## config.mk

```make
export PLATFORM = sky130hd
export DESIGN_NAME = bram_playback_sequencer
export DESIGN_NICKNAME = d
export VERILOG_FILES = /design/src/rtl/bram_seq_pkg.sv /design/src/rtl/seq_rate_tick.sv /design/src/rtl/bram_playback_sequencer.sv
export SDC_FILE = /design/constraint.sdc
export NUM_CORES = 1
export LEC_CHECK = 0
export ABC_AREA = 1
export BUFFER_PORTS_ARGS = -buffer_cell sky130_fd_sc_hd__clkbuf_2
export CAP_MARGIN = 20
export CORE_ASPECT_RATIO = 1.25
export CORE_UTILIZATION = 35
export CTS_BUF_LIST = sky130_fd_sc_hd__clkbuf_16
export DETAILED_ROUTE_END_ITERATION = 7
export GPL_TIMING_DRIVEN = 0
export PLACE_DENSITY = 0.55
export SLEW_MARGIN = 30
export SYNTH_ARGS = -nofsm -noshare
export SYNTH_HDL_FRONTEND = slang
export SYNTH_SLANG_ARGS = --single-unit
```

## constraint.sdc

```tcl
create_clock -name fpga_clk -period 2 [get_ports fpga_clk]
set_input_delay 0.4 -clock fpga_clk [delete_from_list [all_inputs] [get_ports fpga_clk]]
set_output_delay 0.4 -clock fpga_clk [all_outputs]
set_load 0.01 [all_outputs]
```

## src/rtl/bram_seq_pkg.sv

```systemverilog
// Shared types and constants for the BRAM playback sequencer.
package bram_seq_pkg;

   typedef enum logic [1:0] {
      S_IDLE  = 2'd0,
      S_RUN   = 2'd1,
      S_DRAIN = 2'd2
   } seq_state_t;

   localparam int PASS_W = 16;

   function automatic logic [PASS_W-1:0] sat_inc(input logic [PASS_W-1:0] v);
      return (v == '1) ? v : v + 16'd1;
   endfunction

endpackage

```

## src/rtl/seq_rate_tick.sv

```systemverilog
// Read-rate down-counter: ticks at zero, reloads the decimation value on
// each tick, and sits at zero (ticking) whenever it is not enabled.
module seq_rate_tick #(
   parameter int W = 16
) (
   input  logic         clk,
   input  logic         rst_n,
   input  logic         en_i,
   input  logic [W-1:0] reload_i,
   output logic         tick_o
);

   localparam logic [W-1:0] ONE = 1;

   logic [W-1:0] cnt_q, cnt_d;

   assign tick_o = (cnt_q == '0);

   always_comb begin
      cnt_d = cnt_q;
      if (!en_i)       cnt_d = '0;
      else if (tick_o) cnt_d = reload_i;
      else             cnt_d = cnt_q - ONE;
   end

   always_ff @(posedge clk or negedge rst_n) begin
      if (!rst_n) cnt_q <= '0;
      else        cnt_q <= cnt_d;
   end

endmodule

```

## src/rtl/bram_playback_sequencer.sv

```systemverilog
// Plays a window of BRAM samples to the DAC path at a programmable rate,
// optionally looping, with a two-stage read/output pipeline.
module bram_playback_sequencer
   import bram_seq_pkg::*;
#(
   parameter int DATA_WIDTH  = 32,
   parameter int ADDR_WIDTH  = 10,
   parameter int DECIM_WIDTH = 16
) (
   input  logic                  fpga_clk,
   input  logic                  rst_n,
   input  logic                  start,
   input  logic                  stop,
   input  logic [ADDR_WIDTH-1:0] cfg_base,
   input  logic [ADDR_WIDTH:0]   cfg_len,
   input  logic                  cfg_loop,
   input  logic [DECIM_WIDTH-1:0] cfg_decim,
   output logic [ADDR_WIDTH-1:0] bram_addr,
   output logic                  bram_we,
   input  logic [DATA_WIDTH-1:0] bram_dout,
   output logic [DATA_WIDTH-1:0] out_data,
   output logic                  out_valid,
   output logic                  busy,
   output logic                  done,
   output logic                  cfg_err,
   output logic [PASS_W-1:0]     pass_count
);

   localparam logic [ADDR_WIDTH:0]   MAX_LEN = {1'b1, {ADDR_WIDTH{1'b0}}};
   localparam logic [ADDR_WIDTH:0]   ONE_L   = 1;
   localparam logic [ADDR_WIDTH-1:0] ONE_A   = 1;

   seq_state_t             state_q;
   logic [ADDR_WIDTH-1:0]  base_q, off_q, addr_q;
   logic [ADDR_WIDTH:0]    len_q;
   logic                   loop_q;
   logic [DECIM_WIDTH-1:0] decim_q;
   logic                   v1_q, last1_q;
   logic [DATA_WIDTH-1:0]  out_data_q;
   logic                   out_valid_q, busy_q, done_q, cfg_err_q;
   logic [PASS_W-1:0]      pass_q;

   logic                   tick, issue, last_rd, len_ok;
   logic [ADDR_WIDTH-1:0]  rd_addr;

   seq_rate_tick #(.W(DECIM_WIDTH)) u_tick (
      .clk      (fpga_clk),
      .rst_n    (rst_n),
      .en_i     (state_q == S_RUN),
      .reload_i (decim_q),
      .tick_o   (tick)
   );

   // The address is presented combinationally in the issue cycle so the
   // BRAM captures it on that edge; otherwise the last read address is held.
   assign issue     = (state_q == S_RUN) && tick && !stop;
   assign rd_addr   = base_q + off_q;
   assign last_rd   = ({1'b0, off_q} == (len_q - ONE_L));
   assign len_ok    = (cfg_len != '0) && (cfg_len <= MAX_LEN);
   assign bram_addr = issue ? rd_addr : addr_q;
   assign bram_we   = 1'b0;

   assign out_data   = out_data_q;
   assign out_valid  = out_valid_q;
   assign busy       = busy_q;
   assign done       = done_q;
   assign cfg_err    = cfg_err_q;
   assign pass_count = pass_q;

   always_ff @(posedge fpga_clk or negedge rst_n) begin
      if (!rst_n) begin
         state_q     <= S_IDLE;
         base_q      <= '0;
         len_q       <= '0;
         loop_q      <= 1'b0;
         decim_q     <= '0;
         off_q       <= '0;
         addr_q      <= '0;
         v1_q        <= 1'b0;
         last1_q     <= 1'b0;
         out_data_q  <= '0;
         out_valid_q <= 1'b0;
         busy_q      <= 1'b0;
         done_q      <= 1'b0;
         cfg_err_q   <= 1'b0;
         pass_q      <= '0;
      end else begin
         cfg_err_q   <= 1'b0;
         done_q      <= 1'b0;
         // stop kills the read whose data is on bram_dout this cycle
         out_valid_q <= v1_q && !stop;
         if (v1_q && !stop) out_data_q <= bram_dout;
         v1_q    <= issue;
         last1_q <= issue && last_rd;
         if (issue) addr_q <= rd_addr;

         case (state_q)
            S_IDLE: begin
               if (start && !stop) begin
                  if (len_ok) begin
                     base_q  <= cfg_base;
                     len_q   <= cfg_len;
                     loop_q  <= cfg_loop;
                     decim_q <= cfg_decim;
                     off_q   <= '0;
                     pass_q  <= '0;
                     busy_q  <= 1'b1;
                     state_q <= S_RUN;
                  end else begin
                     cfg_err_q <= 1'b1;
                  end
               end
            end
            S_RUN: begin
               if (stop) begin
                  done_q  <= 1'b1;
                  state_q <= S_DRAIN;
               end else if (issue) begin
                  if (last_rd) begin
                     off_q  <= '0;
                     pass_q <= sat_inc(pass_q);
                     if (!loop_q) state_q <= S_DRAIN;
                  end else begin
                     off_q <= off_q + ONE_A;
                  end
               end
            end
            S_DRAIN: begin
               // done_q marks the final busy cycle for both normal and aborted ends
               if (done_q) begin
                  busy_q  <= 1'b0;
                  state_q <= S_IDLE;
               end else if (stop || (v1_q && last1_q)) begin
                  done_q <= 1'b1;
               end
            end
            default: state_q <= S_IDLE;
         endcase
      end
   end

endmodule

```

# After elaboration in Yosys (flattened, before gate mapping)
# Cells that the tools add are included.
# totals
word_cells	90
in_bits	74
regBits	130
# op_classes
add_sub_neg	5
n_reduce_logical	19
n_eq_ne	14
muxes	35
magnitude_cmp	1
# ops
operator	n
16-bit 2-to-1 mux	8
10-bit 2-to-1 mux	6
16-bit one-hot mux with 2 select lines	1
10-bit one-hot mux with 2 select lines	1
16-bit by 1-bit adder with 16-bit output (second input constant)	1
16-bit equality test (second input constant)	1
16-bit logical NOT	1
16-bit by 1-bit subtractor with 16-bit output (second input constant)	1
2-bit 2-to-1 mux	7
2-bit != test (second input constant)	7
10-bit by 11-bit equality test with 1-bit output	1
11-bit <= comparator (second input constant)	1
11-bit nonzero test	1
11-bit by 1-bit subtractor with 11-bit output (second input constant)	1
10-bit by 1-bit adder with 10-bit output (second input constant)	1
10-bit adder	1
1-bit 2-to-1 mux	9
3-bit != test (second input constant)	3
1-bit logical AND	7
7-bit AND reduction	1
2-bit one-hot mux with 3 select lines	1
6-bit AND reduction	1
5-bit AND reduction	1
1-bit one-hot mux with 2 select lines	2
other kinds (8)	9

# Logic depth before layout (Yosys ltp)
# Gate-level depths: netlist of the first run.
# depth
word_depth	6
depth_mapped	15
ltp_nobuf	14

# Cells and area by module
# From an unflattened synthesis of the first run, not the netlist that was laid out.
# hier_totals
hier_cells	906
area_unflattened_um2	7130.6
# modules_own_cells
module	area_per_inst_um2	cells_per_inst	instances
bram_playback_sequencer	5977.0	724	1
seq_rate_tick	1153.6	182	1

# Least setup slack after synthesis of the first run
# No wires, ideal clock.
# synth_path
path_type	reg2out
from	register off_q[0]
to	output port bram_addr[8]
path_stages_with_launch	9
arrival_ns	1.887
n_path_buf	0
required_time_ns	1.600
slack_ns	-0.287
path_cell_list	dfrtp_1 ha_1 inv_1 fa_1 o21ai_0 nand2_1 nand3_1 nand2_1 o21ai_0
# synth_via
elab_chain_len	2
# synth_rtl
item	line_no	rtl
from (decl)	bram_playback_sequencer.sv:34	logic [ADDR_WIDTH-1:0] base_q, off_q, addr_q;
from (signal assigned)	bram_playback_sequencer.sv:124	off_q <= off_q + ONE_A;
10-bit adder	bram_playback_sequencer.sv:57	assign rd_addr = base_q + off_q;
10-bit 2-to-1 mux	n/a	
to (decl)	bram_playback_sequencer.sv:18	output logic [ADDR_WIDTH-1:0] bram_addr,
# Every way passes these cells.

# Final worst setup path of the first run
# layout_path
from	register off_q[0]
to	output port bram_addr[6]
# Same word-level chain as after synthesis.

==> flow_summary.toml, run 1 <==
[clocking]
clk_pin_slew_ns = 0.07
clk-insertion-delay-late_ns = 0.43
cts_tree = "done"
cts_max_path_buffers = 2
cts_buffers = 17
numClockSinks = 130
cts_root_buf = "clkbuf_16"
h-tree-depth = 4

[job]
maxCapViolations = 0

[pwr]
powerDensity_nw_per_um2 = 1440
p_leak_uw = 0.00482
irDropWorstVdd_uv = 804
p_total_uw = 14000

[route]
ant_nets = 0
vias = 6329
drc = 0
drt_wl_total_microns = 19300
via_per_inst = 4.78
wire_per_inst_microns = 14.5
dr.first_iter.drc_count = 329
first_pass_iters = 7

[yosys]
syn-instance-count = 828
syn_area_sq_um = 6940
synth.ff_latch_count = 130
ys_types = 47
yosysWarnings = 0
syn-num-nets = 920
synth_ff_type = "dfrtp_1"
ys_seq_area_share_pct = 46.9
async_flop_share_pct = 100
synth-edff-count = 0
syn_area_per_cell_sq_um = 8.38

[layout]
drive_gt1_share_pct = 39.8
design_area_sq_um = 9750
fillers = 1941
stdcell_count = 1324
area_growth_pct = 40.5
nets = 1137

[setup_path]
critPathArrivalTime_ns = 2.18
crit_type = "reg -> out"
end_kind = "primary output"
startpoint_type = "flop"
r2r_setup_slack_ns = 0.02
crit_fanout = 3
required_ns = 1.60

[floorplan]
rows = 57
start_util_pct = 35.8
ios = 137
dieArea_sq_um = 20400
die_w_microns = 128
die_h_microns = 159
core-area_sq_um = 19400

[timing]
worst_slack_ns = -0.578
max_slew_margin_pct = 63.0
period_minus_slack_ns = 2.58
final.setup.tns_ns = -4.77
skew_ns = 0.0118
worstMarginPinSlew_ns = 0.556
fmax_mhz = 388
setup_viol = 10
rsz0062_at_grt = "true"
drv_slew = 0
fin_crit_sh_pct = 129
hold_viol_final = 0
whs_ns = 0.159

[outcome]
violations = "negative setup slack"
outcome = "finished with violations"

[global_routing]
grt_pass1_vias = 6190
grt_max_degree = 68
overflow = 0
grt_usage_pct = 19.3
grt_pass1_wl_microns = 30700
grt_antenna_before_repair = 1

[placed_design]
dp_cells = 1229
dpl_cell_area_sq_um = 8010
port_buffers = 135
gp_congestion = 0.844
dp.final_hpwl_microns = 13400

[worst_hold_path]
min_path_type = "in -> reg"
final timing paths:
path,from,to,cells past startpoint
worst max-delay path,off_q[0],bram_addr[6],11
max in group asynchronous,rst_n,pass_count[0],3
worst min-delay path,bram_dout[17],out_data[17],3
worst min register to register,addr_q[0],addr_q[0],2
worst max register to register,u_tick.cnt_q[7],pass_count[15],14
min in group asynchronous,rst_n,out_data[13],2
power by group:
part | leakage, uW | internal [uW] | switching (uW)
clock | 0.000270 | 1640 | 1340
combinational | 0.00288 | 3020 | 3830
sequential | 0.00166 | 3550 | 665
per-layer routing:
metal  vias to the layer above  wire, microns  GRT usage (%)
met5                         -              0              0
met1                      3034           8110           23.2
met2                       130          10100           33.6
met4                         0            395           7.65
li1                       3139              -              -
met3                        26            630           3.97
worst max-delay path, cell delays in order, from the launching register on:
cell and delay, ns:
dfrtp_2 0.40, ha_4 0.14, inv_2 0.04, fa_2 0.36, o21ai_4 0.17, nand2_1 0.08, nand2_1 0.05, nand2_1 0.06
nand2_1 0.07, nand2_2 0.06, a31oi_4 0.16, buf_2 0.15
layout by cell type (no fill, tap or decap), types with 10 or more instances in the layout:
master / count
a21oi_1: 18
buf_4: 57
clkbuf_1: 10
clkbuf_16: 20
clkbuf_2: 128
dfrtp_1: 119
dfrtp_2: 11
ha_4: 11
inv_1: 48
inv_2: 13
mux2_2: 28
nand2_1: 207
nand2_2: 40
nand2_4: 11
nand3_1: 41
nand4_1: 24
nor2_1: 73
nor2_2: 12
o21ai_0: 27
xor2_1: 25
synth_stat cells (6+ instances only):
cell type,count,area (sq um)
a21oi_1,23,115
a31oi_1,9,56.3
buf_2,6,30.0
clkbuf_1,13,48.8
dfrtp_1,130,3250
ha_1,17,213
inv_1,57,214
mux2_2,28,315
nand2_1,236,886
nand2_2,22,138
nand3_1,46,230
nand4_1,24,150
nor2_1,85,319
nor3_1,8,40.0
o21ai_0,38,190
xnor2_1,11,96.3
xor2_1,26,228
cell type report:
| cell class | count | area (sq um) | area share [%] |
|---|---|---|---|
| diodes | 1 | 2.50 | 0.0257 |
| plain buffers | 26 | 184 | 1.89 |
| clock buffers | 17 | 425 | 4.36 |
| clock inverters | 15 | 143 | 1.46 |
| inverters | 64 | 260 | 2.67 |
| multi-input cells | 608 | 3860 | 39.6 |
| flip-flops and latches | 130 | 3270 | 33.5 |
| well taps | 265 | 332 | 3.40 |
| repair buffers | 198 | 1270 | 13.0 |
kinds of logic (layout without fill, tap and decap cells):
| group | after synthesis | after routing | share of synthesized area, % |
|---|---|---|---|
| multiplexers | 28 | 28 | 4.54 |
| other | 1 | 2 | 0.0540 |
| XOR/XNOR | 37 | 37 | 4.67 |
| buffers and inverters | 90 | 320 | 5.48 |
| flip-flops | 130 | 130 | 46.9 |
| AND/OR/NAND/NOR | 443 | 443 | 28.6 |
| adder cells (fa/ha/maj) | 18 | 18 | 3.35 |
| AO/OA/AOI/OAI | 81 | 81 | 6.45 |
flip-flops by register name (all words and copies together), names as in the netlist:
register	flops
len_q	11
out_data	32
base_q	10
last1_q	1
cfg_err	1
addr_q	10
busy	1
done	1
v1_q	1
u_tick.cnt_q	16
off_q	10
pass_count	16
state_q	2
decim_q	16
out_valid	1
loop_q	1
metrics by stage:
stage               worst slack [ns]  util, %
finish                        -0.578     50.3
global route                  -0.691     50.3
CTS                           -0.661     47.8
detailed placement            -0.559     41.3
global placement               -1.69     41.1
floorplan                    -0.0622        -
timing repair:
| action | CTS | global route |
|---|---|---|
| endpoints found under the setup margin | 58 | 51 |
| hold buffers | 1 | 0 |
| endpoints found under the hold margin | 65 | 0 |
| gates cloned | 1 | 2 |
| pin swaps | 30 | 40 |
| resized for setup | 81 | 96 |
| buffers inserted | 45 | 17 |
(Power assumes the default switching activity.)
==> run 2: changes to the inputs <==
Settings changed: CAP_MARGIN 20 to default, CELL_PAD_IN_SITES_DETAIL_PLACEMENT from default to 1, CELL_PAD_IN_SITES_GLOBAL_PLACEMENT from default to 1, PLACE_DENSITY 0.55 to 0.71.
==> flow_summary.toml, run 2 (synthesized netlist as in run 1, its figures left out) <==
[pwr]
power.internal_uw = 8400
power_switching_uw = 5960
powerDensity_nw_per_um2 = 1470
sw_frac_of_total_pct = 41.5
p_clk_share_pct = 21.5
p_total_uw = 14400
p_comb_share_pct = 48.7
seq_power_share_pct = 29.7
p_leak_uw = 0.00484
irDropWorstVdd_uv = 883

[layout]
design_area_sq_um = 9790
seq_area_sq_um = 3270
nets = 1139
drive_gt1_share_pct = 40.4
multi_input_area_sq_um = 3830
stdcell_count = 1325
largest_reg_flops = 32
final_common_cell = "nand2_1"
area_growth_pct = 41.0
fillers = 2332
mostFrequentLayoutCells = "nand2_1 (203), clkbuf_2 (128), dfrtp_1 (118)"
num_antenna_cells = 0

[route]
drc = 0
ant_nets = 0
vias = 6543
via_per_inst = 4.94
first_pass_iters = 4
drt_wl_total_microns = 22200
dr.first_iter.drc_count = 230
wire_per_inst_microns = 16.7

[clocking]
clk_pin_slew_ns = 0.07
clk-insertion-delay-late_ns = 0.43
numClockSinks = 130
cts_max_path_buffers = 2
cts_root_buf = "clkbuf_16"
cts_tree = "done"
cts_buffers = 17
h-tree-depth = 4

[setup_path]
crit_type = "reg -> out"
reg2reg_from = "base_q[0]"
slowest_stage = "dfrtp_1"
end_kind = "primary output"
required_ns = 1.60
crit_buf_inv = 1
critPathArrivalTime_ns = 2.26
crit_family = "compound AO/OA/AOI/OAI gates"
critPathMaxStageDelay_ns = 0.43
path_common_cell = "o21ai_1"
startpoint_type = "flop"
crit_fanout = 4
crit_chain = "ha_4 > a21oi_2 > o21ai_1 > a211o_1 > xor2_1 > o21ai_1 > buf_2"
critPathLaunch = "base_q[2]"

[floorplan]
start_util_pct = 35.8
die_h_microns = 159
rows = 57
core-area_sq_um = 19400
ios = 137
die_w_microns = 128
dieArea_sq_um = 20400

[placed_design]
dp.final_hpwl_microns = 14800
dp_cells = 1229
pre_cts_ws_ns = -0.567
port_buffers = 135
gp_congestion = 0.831
dpl_cell_area_sq_um = 8010

[global_routing]
grt_antenna_before_repair = 0
grt_pass1_wl_microns = 35000
overflow = 0
grt_pass1_vias = 6882
grt_max_degree = 67
grt_usage_pct = 21.9

[timing]
fin_crit_sh_pct = 133
setup_viol = 15
fmax_mhz = 376
rsz0062_at_grt = "true"
drv_slew = 0
worst_slack_ns = -0.657
skew_ns = 0.0115
max_slew_margin_pct = 59.5
period_minus_slack_ns = 2.66
worstMarginPinSlew_ns = 0.608
hold_viol_final = 0

[worst_hold_path]
hold_path.startpoint = "bram_dout[14]"
min_path_type = "in -> reg"

[job]
maxCapViolations = 0

[outcome]
violations = "negative setup slack"
outcome = "finished with violations"
[run 2: changes by cell type in the layout (fill, tap and decap cells not counted), sizes merged]
cell      change
buf           +4
clkbuf        -2
clkinv        -2
bufinv        +1
clkinvlp      +1
diode         -1
[run 2: worst reg2reg max path: cells and delay by family (launching register included)]
kind	cells	cell delay, ns
flip-flops	1	0.43
AND/OR/NAND/NOR	4	0.27
buffers and inverters	8	0.83
adder cells (fa/ha/maj)	2	0.53
AO/OA/AOI/OAI	2	0.25
[run 2: path summary, 6_finish.rpt]
check                          endpoint  slack (ns)  depth (start not counted)
min                        out_data[14]        0.16                          3
min in group asynchronous   decim_q[10]        0.55                          2
max in group asynchronous      len_q[0]        0.71                          3
max                        bram_addr[7]       -0.66                          7
min reg2reg                   addr_q[1]        0.48                          2
max reg2reg                   addr_q[6]       -0.41                         16
[run 2: final cells by class]
class / instances / area share (%)
Inverter: 64 / 2.61
Clock inverter: 15 / 1.51
Buffer: 26 / 1.99
Clock buffer: 17 / 4.35
Tap cell: 265 / 3.39
Multi-Input combinational cell: 608 / 39.1
Timing Repair Buffer: 200 / 13.6
Sequential cell: 130 / 33.4
[run 2: layer usage]
layer	track usage [%]	up-vias	wire (microns)
li1	-	3134	-
met1	26.2	3228	9090
met2	37.8	151	11600
met3	5.28	30	924
met4	8.13	0	578
met5	0	-	0
[run 2: power by group through the flow]
| stage | logic (uW) | registers [uW] | clock network [uW] |
|---|---|---|---|
| after floorplan | 3300 | 4170 | 0 |
| after CTS | 5870 | 4250 | 3160 |
| final | 7000 | 4270 | 3090 |
| after detailed placement | 4980 | 4220 | 0 |
| after global routing | 7630 | 4380 | 3250 |
| after global placement | 4860 | 4210 | 0 |
[run 2: metrics by stage]
step	util (%)	hold WS, ns	setup TNS (ns)
after detailed placement	41.3	0.444	-19.18
after CTS	47.4	0.137	-5.47
after global placement	41.1	0.435	-243.91
after floorplan	-	0.104	-0.323
after global routing	50.5	0.160	-9.21
final	50.5	0.156	-5.69
[run 2: what timing repair did]
action,in CTS,in global routing
cloned,2,2
hold buffers,1,0
resized for setup,83,104
endpoints found under the hold margin,36,0
setup buffers,30,29
endpoints found under the setup margin,64,47
pin swaps,25,37
